## config.mk

```make
export PLATFORM = sky130hd
export DESIGN_NAME = explode_sequencer
export DESIGN_NICKNAME = d
export VERILOG_FILES = /design/src/rtl/explode_sequencer.sv
export SDC_FILE = /design/constraint.sdc
export NUM_CORES = 1
export LEC_CHECK = 0
export CAP_MARGIN = 20
export CORE_UTILIZATION = 50
export DETAILED_ROUTE_END_ITERATION = 8
export PLACE_DENSITY_LB_ADDON = 0.2
export SYNTH_ARGS = -nofsm -noshare
export SYNTH_HDL_FRONTEND = slang
export SYNTH_SLANG_ARGS = --single-unit
```

## constraint.sdc

```tcl
create_clock -name clk -period 3.5 [get_ports clk]
set_clock_uncertainty 0.1 [all_clocks]
set_input_delay 0.875 -clock clk [delete_from_list [all_inputs] [get_ports clk]]
set_output_delay 0.875 -clock clk [all_outputs]
set_load 0.01 [all_outputs]
```

## src/rtl/explode_sequencer.sv

```systemverilog
// explode_sequencer: end-of-game animation driver.
// On a collision it walks the burst frames 1..4, flashes red (5) against
// blank (0) FLASH_REPS times, then holds the END frame (6) until restart.
// All outputs come straight from registers or from decoding the state register.
module explode_sequencer #(
  parameter int DIV        = 12500000,  // clk cycles per animation step, >= 1
  parameter int FLASH_REPS = 3          // red/blank flash pairs, >= 1
) (
  input  logic       clk,
  input  logic       reset,
  input  logic       collide,
  input  logic       restart,
  output logic [3:0] position,
  output logic       freeze,
  output logic       game_over
);

  // Step counter runs 0..DIV-1; the flash counter covers 2*FLASH_REPS phases.
  localparam int CW = (DIV > 1) ? $clog2(DIV) : 1;
  localparam int FW = (2 * FLASH_REPS > 1) ? $clog2(2 * FLASH_REPS) : 1;
  localparam logic [CW-1:0] STEP_LAST  = CW'(DIV - 1);
  localparam logic [FW-1:0] FLASH_LAST = FW'(2 * FLASH_REPS - 1);

  // Frame codes understood by the end-frame generator.
  localparam logic [3:0] POS_BLANK = 4'd0;
  localparam logic [3:0] POS_FIRST = 4'd1;
  localparam logic [3:0] POS_LAST  = 4'd4;
  localparam logic [3:0] POS_RED   = 4'd5;
  localparam logic [3:0] POS_END   = 4'd6;

  // Three state bits leave spare encodings; any of them falls back to IDLE.
  typedef enum logic [2:0] {
    IDLE    = 3'd0,
    BURST   = 3'd1,
    FLASH   = 3'd2,
    ENDHOLD = 3'd3
  } state_t;

  state_t          state_reg, state_next;
  logic [3:0]      pos_reg, pos_next;
  logic [CW-1:0]   cnt_reg, cnt_next;
  logic [FW-1:0]   flash_reg, flash_next;
  logic            step;

  // A step event is the last cycle of each DIV-cycle animation slot.
  assign step = (cnt_reg == STEP_LAST);

  // State, frame code and counters, all cleared by synchronous reset.
  always_ff @(posedge clk) begin
    if (reset) begin
      state_reg <= IDLE;
      pos_reg   <= POS_BLANK;
      cnt_reg   <= '0;
      flash_reg <= '0;
    end else begin
      state_reg <= state_next;
      pos_reg   <= pos_next;
      cnt_reg   <= cnt_next;
      flash_reg <= flash_next;
    end
  end

  // Next-state logic: advance the animation on step events, react to
  // collide only in IDLE and to restart only in ENDHOLD.
  always_comb begin
    state_next = state_reg;
    pos_next   = pos_reg;
    flash_next = flash_reg;
    cnt_next   = step ? '0 : cnt_reg + 1'b1;

    case (state_reg)
      IDLE: begin
        // Counter held at zero so the first burst frame gets a full slot.
        cnt_next   = '0;
        flash_next = '0;
        pos_next   = POS_BLANK;
        if (collide) begin
          state_next = BURST;
          pos_next   = POS_FIRST;
        end
      end

      BURST: begin
        if (step) begin
          if (pos_reg == POS_LAST) begin
            state_next = FLASH;
            pos_next   = POS_RED;
            flash_next = '0;
          end else begin
            pos_next = pos_reg + 4'd1;
          end
        end
      end

      FLASH: begin
        if (step) begin
          if (flash_reg == FLASH_LAST) begin
            state_next = ENDHOLD;
            pos_next   = POS_END;
          end else begin
            pos_next   = (pos_reg == POS_RED) ? POS_BLANK : POS_RED;
            flash_next = flash_reg + 1'b1;
          end
        end
      end

      ENDHOLD: begin
        // Restart wins over a simultaneous collide: no burst this cycle.
        cnt_next = '0;
        pos_next = POS_END;
        if (restart) begin
          state_next = IDLE;
          pos_next   = POS_BLANK;
        end
      end

      default: begin
        state_next = IDLE;
        pos_next   = POS_BLANK;
        cnt_next   = '0;
        flash_next = '0;
      end
    endcase
  end

  assign position  = pos_reg;
  assign freeze    = (state_reg != IDLE);
  assign game_over = (state_reg == ENDHOLD);

endmodule

```

After elaboration in Yosys (flattened, before gate mapping)
Cells that the tools add are included.
- flip-flop bits (word level): 34
- bits in latches: 0
- bits in writable memories: 0
- ROM bits: 0
- input bits: 4
- output and inout port bits: 6
- logic and storage cells: 50
- memories: 0
- $add $sub $neg: 3
- $mul: 0
- div/mod/pow operators: 0
- magnitude comparators: 0
- eq/ne operators: 14
- shift-type cells: 0
- muxes and demuxes: 20
- bitwise gates (word level): 2
- reductions and logical operators: 7
- operator list (cell ; count):
    2-to-1 mux 3 bit ; 13
    adder 24 x 1 -> 24 bit, second input constant ; 1
    equality test 24 bit, second input constant ; 1
    case mux 4 bit (4 select lines) ; 1
    inequality test 2 bit, second input constant ; 7
    2-to-1 mux 4 bit ; 3
    case mux 3 bit (4 select lines) ; 1
    case mux 3 bit (3 select lines) ; 1
    equality test 4 x 3 -> 1 bit, second input constant ; 2
    equality test 3 x 2 -> 1 bit, second input constant ; 2
    AND reduction 6 bit ; 1
    AND reduction 5 bit ; 1
    adder 4 x 1 -> 4 bit, second input constant ; 1
    adder 3 x 1 -> 3 bit, second input constant ; 1
    equality test 3 x 1 -> 1 bit, second input constant ; 1
    equality test 3 bit, second input constant ; 1
    zero test 3 bit ; 1
    nonzero test 3 bit ; 1
    OR reduction 3 bit ; 1
    inverter 1 bit ; 2
    AND reduction 2 bit ; 1
    OR reduction 2 bit ; 1
    2-to-1 mux 1 bit ; 1

Depth between registers and ports, before layout
- word-level depth: 5
- mapped depth: 7
- mapped depth without buffers: 7

Worst setup path after synthesis
No wires, ideal clock.
- kind: register to register
- start point: register cnt_reg[22]
- end point: register flash_reg[0]
- setup time: 0.067 ns
- arrival time: 1.878 ns
- data required time: 3.333 ns
- path slack: 1.455 ns
- cell stages (with the launch flop): 6
- buffers on the path: 0
- period minus slack after synthesis: 2.045 ns
- cells stage by stage: dfxtp_1 or4_4 nor4_4 o211ai_2 or3b_1 a21oi_2
- cells in the longest elaborated chain, start to end: 3
- RTL lines (item ; RTL line ; source):
    start: declaration ; 41 ; logic [CW-1:0] cnt_reg, cnt_next;
    start signal: assignment ; 58 ; cnt_reg <= cnt_next;
    equality test 24 bit * ; 46 ; assign step = (cnt_reg == STEP_LAST);
    inequality test 2 bit (no line) ; n/a ;
    AND reduction 5 bit (no line) * ; n/a ;
    end signal: assignment ; 59 ; flash_reg <= flash_next;
    end: declaration ; 42 ; logic [FW-1:0] flash_reg, flash_next;
Mark *: on every way between the ends. The rest lies on a longest branch, timed or not.
A chain may end at the register's enable or synchronous reset.

Worst setup path after layout
- start point: register state_reg[0]
- end point: output freeze
- cells in the longest elaborated chain, start to end: 1
- RTL lines (item ; RTL line ; source):
    start: declaration ; 39 ; state_t state_reg, state_next;
    start signal: assignment ; 56 ; state_reg <= state_next;
    nonzero test 3 bit ; 127 ; assign freeze = (state_reg != IDLE);
    end: declaration ; 14 ; output logic freeze,
No other way between the ends.

==> impl_metrics.sql <==
INSERT INTO impl_metrics (metric_group, metric, value, unit) VALUES
('logic_synthesis', 'ys.flop_type', 'dfxtp_1', ''),
('placement', 'gp_congestion', '0.836', ''),
('logic_synthesis', 'seq_area_frac_synth', '38.5', '%'),
('sta', 'worst-slew-pin-transition', '874', 'ps'),
('die', 'die_height', '60.6', 'microns'),
('critical_path', 'path_cells', 'inv_1, ha_1, inv_1, clkdlybuf4s50_1', ''),
('clock_tree', 'clk_latency', '340', 'ps'),
('logic_synthesis', 'yosys.cell_types.count', '40', ''),
('global_routing', 'grtUsageTotal', '21.3', '%'),
('critical_path', 'startpoint_of_the_most_critical_register_to_register_path', 'cnt_reg[0]', ''),
('sta', 'timing.final.crit_period', '2610', 'ps'),
('critical_path', 'critical_path.startpoint_type', 'flip-flop', ''),
('sta', 'final-setup-viol-count', '0', ''),
('critical_path', 'r2r_setup_slack', '1080', 'ps'),
('pwr', 'comb_power_share', '33.0', '%'),
('sta', 'setup_tns', '0', 'ps'),
('sta', 'worst_hold_slack', '372', 'ps'),
('logic_synthesis', 'synth_area', '1720', 'sq um'),
('final_layout', 'layout.core_utilization', '61.4', '%'),
('critical_path', 'timing.setup.critical_path_class', 'reg2out', ''),
('sta', 'max-slew-margin-rel', '41.2', '%'),
('clock_tree', 'cts-hold-fix-buffers', '0', ''),
('pwr', 'power.sequential.fraction', '40.2', '%'),
('clock_tree', 'cts_buffers', '5', ''),
('logic_synthesis', 'synthesis.yosys.warnings', '0', ''),
('sta', 'fmax', '383', 'MHz'),
('die', 'fp.dieArea', '3670', 'sq um'),
('pwr', 'internal_power', '730', 'uW'),
('pwr', 'power_per_cell_area', '573', 'nW/um^2'),
('critical_path', 'required', '2520', 'ps'),
('final_layout', 'finish.net_count', '227', ''),
('logic_synthesis', 'synth_async_sr_flop_share', '0', '%'),
('critical_path', 'reg2regPathDepth', '6', ''),
('placement', 'placed_cell_area', '1850', 'sq um'),
('worst_hold_path', 'worst_hold_path_type', 'reg2reg', ''),
('drt', 'top_signal_layer_used', 'met4', ''),
('drt', 'drt_drc_violations_left', '0', ''),
('logic_synthesis', 'netlist_instances', '200', ''),
('die', 'ios', '10', ''),
('worst_hold_path', 'hp-start', 'cnt_reg[0]', ''),
('die', 'core.rowCount', '20', ''),
('clock_tree', 'clock_tree.root_cell', 'clkbuf_4', ''),
('clock_tree', 'clk_transition_reported_paths', '100', 'ps'),
('clock_tree', 'clkSinkCount', '33', ''),
('drt', 'met2_routed_length', '1710', 'microns'),
('worst_hold_path', 'holdPathEnd', 'cnt_reg[0]', ''),
('final_layout', 'antenna_cells', '0', ''),
('drt', 'route.vias.total', '1432', ''),
('outcome', 'run_status', 'finished clean', ''),
('worst_hold_path', 'hold-path-cell-count', '1', ''),
('pwr', 'switchingPower', '379', 'uW'),
('final_layout', 'multi_input_comb_area', '988', 'sq um'),
('placement', 'detailedPlacementHpwl', '2510', 'microns'),
('critical_path', 'cp_common_cell', 'inv_1', ''),
('clock_tree', 'postCtsSetupBuffers', '0', ''),
('logic_synthesis', 'postSynthRegisterBits', '33', ''),
('drt', 'finalWirelength', '3450', 'microns'),
('clock_tree', 'cts_max_path_buffers', '2', ''),
('placement', 'port-buffer-count', '9', ''),
('sta', 'min_period_over_period', '74.6', '%'),
('final_layout', 'area.sequential', '661', 'sq um'),
('critical_path', 'critical_path.reg2reg.endpoint', 'flash_reg[0]', ''),
('drt', 'viasPerCell', '5.55', ''),
('sta', 'maxSlewViolCount', '0', ''),
('critical_path', 'critPathArrivalTime', '1640', 'ps'),
('placement', 'pre_cts_setup_slack', '1080', 'ps'),
('global_routing', 'grt_start_max_net_pins', '24', ''),
('global_routing', 'grt_pass1_wl', '5640', 'microns'),
('critical_path', 'worst_path_max_delay_cell', 'clkdlybuf4s50_1', ''),
('critical_path', 'setup.worst_path.end_class', 'output port', ''),
('pwr', 'power.share.switching', '34.2', '%');
==> critical path, delay by kind of cell, from the launching register on <==
kind	cells	cell delay, ps
adders and majority gates	1	240
buffers and inverters	3	700
DFF	1	380
==> layout by cell type (no fill, tap or decap), drive strengths merged, types with 2 or more instances in the layout <==
| cell type | instances |
|---|---|
| inv | 13 |
| clkbuf | 7 |
| dfxtp | 33 |
| nor4 | 3 |
| nand4 | 10 |
| and3 | 4 |
| a31oi | 3 |
| a211oi | 4 |
| a21o | 2 |
| a21oi | 7 |
| or3b | 3 |
| nand2 | 14 |
| o211ai | 2 |
| xnor2 | 8 |
| nand3 | 8 |
| o31ai | 2 |
| ha | 10 |
| nand3b | 4 |
| nor3 | 5 |
| clkdlybuf4s50 | 9 |
| nor2b | 2 |
| o21ai | 4 |
| xor2 | 13 |
| nor2 | 31 |
==> synth_stat cells (2+ instances only) <==
master     n  share of area (%)
nand3b_1   4                1.8
nand2_1   14                3.1
a211oi_1   4                1.8
nand4_1   10                3.6
xor2_1    13                6.6
nand3_1    8                2.3
buf_2      2               0.58
a21o_1     2               0.88
nor3_1     5                1.5
inv_1     13                2.8
clkbuf_1   2               0.44
nor2_1    31                6.8
o31ai_1    2               0.88
xnor2_1    8                4.1
dfxtp_1   33                 39
o21ai_0    4                1.2
ha_1      10                7.3
nor4_1     2               0.73
nor2b_1    2               0.73
a21oi_1    6                1.8
or3b_1     2                1.0
and3_1     3                1.1
a31oi_1    3                1.1
==> power groups by stage <==
stage / registers [mW] / clock network, mW / logic [mW]
after floorplan: 0.451 / 0 / 0.254
after global placement: 0.451 / 0 / 0.355
after detailed placement: 0.454 / 0 / 0.365
after CTS: 0.446 / 0.305 / 0.368
after global routing: 0.450 / 0.324 / 0.409
final: 0.445 / 0.298 / 0.366
==> per-layer routing <==
metal	GRT usage (%)	vias to the layer above
met5	0	-
met4	12.0	0
met3	7.25	10
met2	36.9	36
met1	22.7	664
li1	-	722
==> cells by family after synthesis <==
logic type,after synthesis,share of synthesized area [%]
AOI/OAI and AO/OA,28,11.2
xor gates and xnor gates,21,10.7
adders and majority gates,10,7.29
buffers and inverters,17,3.87
DFF,33,38.5
muxes,1,0.584
and+or+nand+nor,90,27.9
==> layout make-up <==
type                    count  share of cell area [%]
clock buffers               7                    2.84
clock inverters             1                    1.55
inverters                  13                    2.52
multi-input cells         150                    51.1
flip-flops and latches     33                    34.1
well taps                  44                    2.84
repair buffers             10                    5.04
==> worst max-delay path by stage <==
| stage | to | from | slack [ps] | cells past startpoint |
|---|---|---|---|---|
| 2_1_floorplan | flash_reg[0] | cnt_reg[22] | 1450 | 5 |
| 3_3_place_gp | cnt_reg[6] | reset | 1160 | 5 |
| 3_5_place_dp | cnt_reg[7] | reset | 1080 | 5 |
| 4_1_cts | freeze | state_reg[0] | 870 | 4 |
| 5_1_grt | freeze | state_reg[0] | 800 | 4 |
| 6_report | freeze | state_reg[0] | 890 | 4 |
No activity file was read; power rests on OpenSTA's default activity.
